**src/rtl/reg_file_sb_if.sv**
```systemverilog
// Read, writeback and allocate bus of the scoreboarded register file.
// Decode/writeback/hazard logic holds the master side, the register file the slave side.
interface reg_file_sb_if #(
    parameter int  DataWidth    = 32,
    parameter int  NumRegs      = 32,
    parameter int  NumReadPorts = 2,
    localparam int AddrWidth    = $clog2(NumRegs)
);
    logic [NumReadPorts-1:0]                rd_valid_i;
    logic [NumReadPorts-1:0][AddrWidth-1:0] rd_addr_i;
    logic [NumReadPorts-1:0][DataWidth-1:0] rd_data_o;
    logic [NumReadPorts-1:0]                rd_busy_o;
    logic                                   wr_valid_i;
    logic [AddrWidth-1:0]                   wr_addr_i;
    logic [DataWidth-1:0]                   wr_data_i;
    logic                                   alloc_valid_i;
    logic [AddrWidth-1:0]                   alloc_addr_i;
    logic [AddrWidth:0]                     pending_cnt_o;

    modport master (
        output rd_valid_i, rd_addr_i, wr_valid_i, wr_addr_i, wr_data_i,
               alloc_valid_i, alloc_addr_i,
        input  rd_data_o, rd_busy_o, pending_cnt_o
    );

    modport slave (
        input  rd_valid_i, rd_addr_i, wr_valid_i, wr_addr_i, wr_data_i,
               alloc_valid_i, alloc_addr_i,
        output rd_data_o, rd_busy_o, pending_cnt_o
    );
endinterface

```
**src/rtl/reg_file_sb.sv**
```systemverilog
// Multi-port register file with r0 hardwired to zero, write-to-read bypass
// and a pending-write scoreboard with a running popcount.
module reg_file_sb #(
    parameter int  DataWidth    = 32,
    parameter int  NumRegs      = 32,
    parameter int  NumReadPorts = 2,
    localparam int AddrWidth    = $clog2(NumRegs)
) (
    input  logic          clk_i,
    input  logic          reset_i,
    reg_file_sb_if.slave  bus
);
    localparam logic [AddrWidth:0] CntOne = 1;

    logic [DataWidth-1:0]                   mem_q [1:NumRegs-1];
    logic [DataWidth-1:0]                   mem_d [1:NumRegs-1];
    logic [NumRegs-1:0]                     pending_q, pending_d;
    logic [AddrWidth:0]                     cnt_q, cnt_d;
    logic [NumReadPorts-1:0][DataWidth-1:0] rd_data_q, rd_data_d;
    logic [NumReadPorts-1:0]                rd_busy_q, rd_busy_d;

    logic wr_en, alloc_en, alloc_set, wr_clr;

    always_comb begin
        wr_en     = bus.wr_valid_i && (bus.wr_addr_i != '0);
        alloc_en  = bus.alloc_valid_i && (bus.alloc_addr_i != '0);
        // Alloc wins over a same-register retire, so that retire clears nothing.
        alloc_set = alloc_en && !pending_q[bus.alloc_addr_i];
        wr_clr    = wr_en && pending_q[bus.wr_addr_i] &&
                    !(alloc_en && (bus.alloc_addr_i == bus.wr_addr_i));

        mem_d     = mem_q;
        pending_d = pending_q;
        if (wr_en) begin
            mem_d[bus.wr_addr_i]     = bus.wr_data_i;
            pending_d[bus.wr_addr_i] = 1'b0;
        end
        if (alloc_en) pending_d[bus.alloc_addr_i] = 1'b1;

        cnt_d = cnt_q;
        if (alloc_set && !wr_clr)      cnt_d = cnt_q + CntOne;
        else if (wr_clr && !alloc_set) cnt_d = cnt_q - CntOne;

        rd_data_d = rd_data_q;
        rd_busy_d = rd_busy_q;
        for (int p = 0; p < NumReadPorts; p++) begin
            if (bus.rd_valid_i[p]) begin
                if (bus.rd_addr_i[p] == '0)
                    rd_data_d[p] = '0;
                else if (bus.wr_valid_i && (bus.wr_addr_i == bus.rd_addr_i[p]))
                    rd_data_d[p] = bus.wr_data_i;
                else
                    rd_data_d[p] = mem_q[bus.rd_addr_i[p]];
                // Busy reflects this edge's write and alloc already applied.
                rd_busy_d[p] = pending_d[bus.rd_addr_i[p]];
            end
        end
    end

    always_ff @(posedge clk_i) begin
        if (reset_i) begin
            for (int i = 1; i < NumRegs; i++) mem_q[i] <= '0;
            pending_q <= '0;
            cnt_q     <= '0;
            rd_data_q <= '0;
            rd_busy_q <= '0;
        end else begin
            mem_q     <= mem_d;
            pending_q <= pending_d;
            cnt_q     <= cnt_d;
            rd_data_q <= rd_data_d;
            rd_busy_q <= rd_busy_d;
        end
    end

    assign bus.rd_data_o     = rd_data_q;
    assign bus.rd_busy_o     = rd_busy_q;
    assign bus.pending_cnt_o = cnt_q;
endmodule
```
**src/flat_wrapper.sv**
```systemverilog
// flat-port wrapper written by rule: the top's interface ports become plain ports
module reg_file_sb_flat 
#(
    parameter int  DataWidth    = 32,
    parameter int  NumRegs      = 32,
    parameter int  NumReadPorts = 2,
    localparam int AddrWidth    = $clog2(NumRegs)
)
  (clk_i, reset_i, bus_rd_valid_i, bus_rd_addr_i, bus_wr_valid_i, bus_wr_addr_i, bus_wr_data_i, bus_alloc_valid_i, bus_alloc_addr_i, bus_rd_data_o, bus_rd_busy_o, bus_pending_cnt_o);
  reg_file_sb_if #(.DataWidth(DataWidth), .NumRegs(NumRegs), .NumReadPorts(NumReadPorts)) bus_i ();
  input  logic clk_i;
  input  logic reset_i;
  input wire logic [$bits(bus_i.rd_valid_i)-1:0] bus_rd_valid_i;
  input wire logic [$bits(bus_i.rd_addr_i)-1:0] bus_rd_addr_i;
  input wire logic [$bits(bus_i.wr_valid_i)-1:0] bus_wr_valid_i;
  input wire logic [$bits(bus_i.wr_addr_i)-1:0] bus_wr_addr_i;
  input wire logic [$bits(bus_i.wr_data_i)-1:0] bus_wr_data_i;
  input wire logic [$bits(bus_i.alloc_valid_i)-1:0] bus_alloc_valid_i;
  input wire logic [$bits(bus_i.alloc_addr_i)-1:0] bus_alloc_addr_i;
  output wire logic [$bits(bus_i.rd_data_o)-1:0] bus_rd_data_o;
  output wire logic [$bits(bus_i.rd_busy_o)-1:0] bus_rd_busy_o;
  output wire logic [$bits(bus_i.pending_cnt_o)-1:0] bus_pending_cnt_o;
  assign bus_i.rd_valid_i = bus_rd_valid_i;
  assign bus_i.rd_addr_i = bus_rd_addr_i;
  assign bus_i.wr_valid_i = bus_wr_valid_i;
  assign bus_i.wr_addr_i = bus_wr_addr_i;
  assign bus_i.wr_data_i = bus_wr_data_i;
  assign bus_i.alloc_valid_i = bus_alloc_valid_i;
  assign bus_i.alloc_addr_i = bus_alloc_addr_i;
  assign bus_rd_data_o = bus_i.rd_data_o;
  assign bus_rd_busy_o = bus_i.rd_busy_o;
  assign bus_pending_cnt_o = bus_i.pending_cnt_o;
  reg_file_sb #(.DataWidth(DataWidth), .NumRegs(NumRegs), .NumReadPorts(NumReadPorts)) u_core (.clk_i(clk_i), .reset_i(reset_i), .bus(bus_i));
endmodule
```
**config.mk**
```make
export PLATFORM = sky130hd
export DESIGN_NAME = reg_file_sb_flat
export DESIGN_NICKNAME = d
export VERILOG_FILES = /design/src/rtl/reg_file_sb_if.sv /design/src/rtl/reg_file_sb.sv /design/src/flat_wrapper.sv
export SDC_FILE = /design/constraint.sdc
export NUM_CORES = 2
export LEC_CHECK = 0
export CAP_MARGIN = 10
export CORE_MARGIN = 4
export CORE_UTILIZATION = 50
export CTS_CLUSTER_DIAMETER = 30
export DETAILED_ROUTE_END_ITERATION = 10
export PLACE_DENSITY_LB_ADDON = 0.12
export SYNTH_ARGS = -nofsm -noshare
export SYNTH_HDL_FRONTEND = slang
export SYNTH_SLANG_ARGS = --single-unit
```
**constraint.sdc**
```tcl
create_clock -name clk_i -period 8.5 [get_ports clk_i]
set_clock_uncertainty 0.15 [all_clocks]
set_input_delay 1.7 -clock clk_i [delete_from_list [all_inputs] [get_ports clk_i]]
set_output_delay 1.7 -clock clk_i [all_outputs]
set_load 0.01 [all_outputs]
```
==> run summary <==
Inserted Clock Buffers: 286
Max rail drop VDD: 0.198 mV
die height: 344 um
placer congestion estimate: 0.958
WL final: 227000 um
DR WL/cell: 27.2 um
global-route wire length before repair: 332000 um
DP Area: 58000 um2
area of the die: 118000 um2
CP endpoint kind: register
Leakage Power: 23.2 nW
Post-CTS Hold Buffers: 0
relative slew slack: 0.148
post-route cell area: 67600 um2
worst hold start: u_core.mem_q[776]
H-tree levels: 5
PwrDens: 256 nW/um2
GR Overflow Total: 0
Nets: 6712
pins over their slew limit: 0
initial antenna violation count: 4
Worst Max-Slew Pin Slew: 1.26 ns
post-synthesis sequential area ratio: 0.390
main area contributors after synthesis: dfxtp_1 39%, nand2_1 14%, mux4_2 11%
Worst Hold Class: reg2reg
final hold slack: 0.310 ns
biggest area consumer among synthesized cells: dfxtp_1
family with the most delay on the worst path: compound AO/OA/AOI/OAI gates
PortBufs: 129
number of synthesized flops with an enable pin: 0
vias in the first global route: 51900
Tot GR Track Use: 0.374
starting DRC count in detailed routing: 6509
Die W: 344 um
TritonCTS clock tree: yes
RSZ-0062 raised after global routing: no
clk sink count: 1096
Hold Violations, Final: 0
Yosys cell types: 64
num ports: 130
Yosys top cell area share: 0.390
P&R area growth vs syn: 20.1%
Setup Crit Path Kind: in2reg
max cap viols: 0
share of cells above drive strength 1: 0.151
crit share post-route: 0.638
CP required: 9.12 ns
average cell area after synthesis: 8.26 um2
Syn Inst Count: 6811
Synth Cell Area: 56300 um2
Peak Freq: 184 MHz
core area: 111000 um2
CTS resizes: 0
Setup Viol. Count Final: 0
Clk Latency, worst-skew pair: 0.89 ns
Reg clk slew, reported paths: 0.04 ns
status: completed
setup_tns: 0 ns
num rows: 122
Starting Density: 0.506
Worst Setup SP: bus_wr_addr_i[0]
drt drc: 0
fin crit period: 5.42 ns
CTS root buf: clkbuf_16
Post-synth ARST share: 0
FF+latch count, synth: 1096
Final Non-Filler Cells: 8343
Vias/cell: 6.45
CTS Buffer Depth: 4
Reg-to-Reg Start: u_core.pending_q[0]
Max Fanout on Critical Path: 19
startpoint types: input port
CP arrival: 6.04 ns
Cell Chain, Critical Path: clkdlybuf4s50_1 -> mux4_2 -> nand2_1 -> a21oi_1 -> a31oi_1 -> nor2_1 -> a221oi_1 -> a311o_1 -> ha_1 -> inv_1 -> ha_1 -> a21o_1 -> a21oi_1 -> o21bai_1 -> a21oi_1 -> xnor2_1 -> or3_1 -> a21oi_1
Top FF cell, synth: dfxtp_1
most used cell, CP: a21oi_1
drt pass-1 iters: 6
YS warnings: 0
# Post-CTS Setup Buffers: 0
CP max-delay cell: clkdlybuf4s50_1
Buffers & Inverters on Critical Path: 2
DPL Wire Length: 121000 um
via count: 53800
Placed Cells: 7848
delay of the slowest cell on the worst path: 1.12 ns
Final ANT Viol Nets: 0
syn nets: 6875
largest net degree at the start of global routing: 228
[kinds of logic (layout without fill, tap and decap cells)]
| logic type | after synthesis | count (layout) | synth area share |
|---|---|---|---|
| AND/OR/NAND/NOR | 2507 | 2507 | 0.176 |
| XOR/XNOR | 20 | 20 | 0.00311 |
| flip-flops | 1096 | 1096 | 0.390 |
| buffers and inverters | 730 | 772 | 0.0540 |
| AO/OA/AOI/OAI | 1718 | 1718 | 0.180 |
| adder cells (fa/ha/maj) | 6 | 6 | 0.00147 |
| other | 0 | 2 | 0 |
| multiplexers | 734 | 734 | 0.196 |
[cell usage in the layout, fill, tap and decap left out, types with 5 or more instances in the layout]
cell type and instances:
inv_6 7, mux2_2 64, clkbuf_1 40, a31oi_1 7, buf_12 9, a21oi_1 1137
mux4_2 286, mux2i_1 384, buf_4 136, clkinv_2 52, a22o_1 12, xor2_1 13
clkinvlp_4 13, clkdlybuf4s50_1 117, buf_8 5, dfxtp_1 1096, o21ai_1 8, nand2_1 2075
nor2_4 35, nor2_1 166, nand2b_1 68, nand3_1 74, clkbuf_8 51, xnor2_1 7
nor2b_1 19, o211ai_1 62, o21ai_0 72, nand2_2 22, bufinv_16 33, ha_1 5
or2_2 7, clkinv_8 5, clkbuf_16 289, a221oi_1 187, a22oi_1 202
[routing by layer]
metal / share of wire / global-route usage / vias to the layer above
li1: - / - / 23600
met1: 0.39 / 0.480 / 26000
met2: 0.44 / 0.574 / 3301
met3: 0.12 / 0.0992 / 865
met4: 0.057 / 0.206 / 2
met5: 0.000057 / 0 / -
[power breakdown]
| group | switching (mW) | total, mW | leakage (nW) | internal (mW) |
|---|---|---|---|---|
| Combinational | 0.833 | 1.18 | 9.64 | 0.348 |
| Clock | 3.23 | 10.8 | 4.73 | 7.59 |
| Sequential | 0.0516 | 5.27 | 8.84 | 5.22 |
| Total | 4.12 | 17.3 | 23.2 | 13.2 |
[cell usage after synthesis (5+ instances only)]
master    number
a21oi_1     1137
nand3_1       74
nor2_1       201
buf_6          6
o21ai_1        8
clkbuf_2      30
xnor2_1        7
o211ai_1      62
ha_1           5
o21ai_0       72
mux2_2        64
clkbuf_1     556
nand2_1     2097
and2_1         5
a221oi_1     187
a31oi_1        7
nand2b_1      68
a22oi_1      202
dfxtp_1     1096
buf_1         26
mux2i_1      384
xor2_1        13
buf_4         34
inv_1          5
a22o_1        12
nor2b_1       23
mux4_2       286
buf_2         69
[flip-flops by register name, indices dropped and copies added (netlist names)]
name                      count
u_core.bus.pending_cnt_o      6
u_core.bus.rd_busy_o          2
u_core.bus.rd_data_o         64
u_core.mem_q                992
u_core.pending_q             32
[stage by stage]
step,utilization,setup WS [ns],power [mW]
after floorplan,-,3.49,6.05
after global placement,0.521,2.16,6.49
after detailed placement,0.521,2.23,6.50
after CTS,0.608,3.11,17.3
after global routing,0.608,2.69,17.6
final,0.608,3.08,17.3
[layout make-up]
class	count	area, um2
fill	9528	43700
clock buffer	380	8080
timing repair buffer	270	2470
clock inverter	113	1550
tap	1488	1860
sequential	1096	21900
multi-input combinational	4985	31700
antenna	2	5.00
inverter	9	36.3
[path summary, 6_finish.rpt]
kind	slack, ns	cells after the start	endpoint
setup / recovery	3.08	18	u_core.bus.pending_cnt_o[5]
setup reg to reg	4.79	17	u_core.bus.pending_cnt_o[5]
hold reg to reg	0.31	2	u_core.mem_q[776]
hold / removal	0.31	2	u_core.mem_q[776]
[worst reg2reg max path, stage by stage, from the launching register on]
cell and delay, ns:
dfxtp_1 0.41, mux4_2 0.49, nand2_1 0.08, a21oi_1 0.06, a31oi_1 0.18, nor2_1 0.06
a221oi_1 0.23, a311o_1 0.17, ha_1 0.19, inv_1 0.12, ha_1 0.28, a21o_1 0.17
a21oi_1 0.20, o21bai_1 0.10, a21oi_1 0.19, xnor2_1 0.09, or3_1 0.31, a21oi_1 0.14
Note: power is estimated with default switching activity, not from simulation.
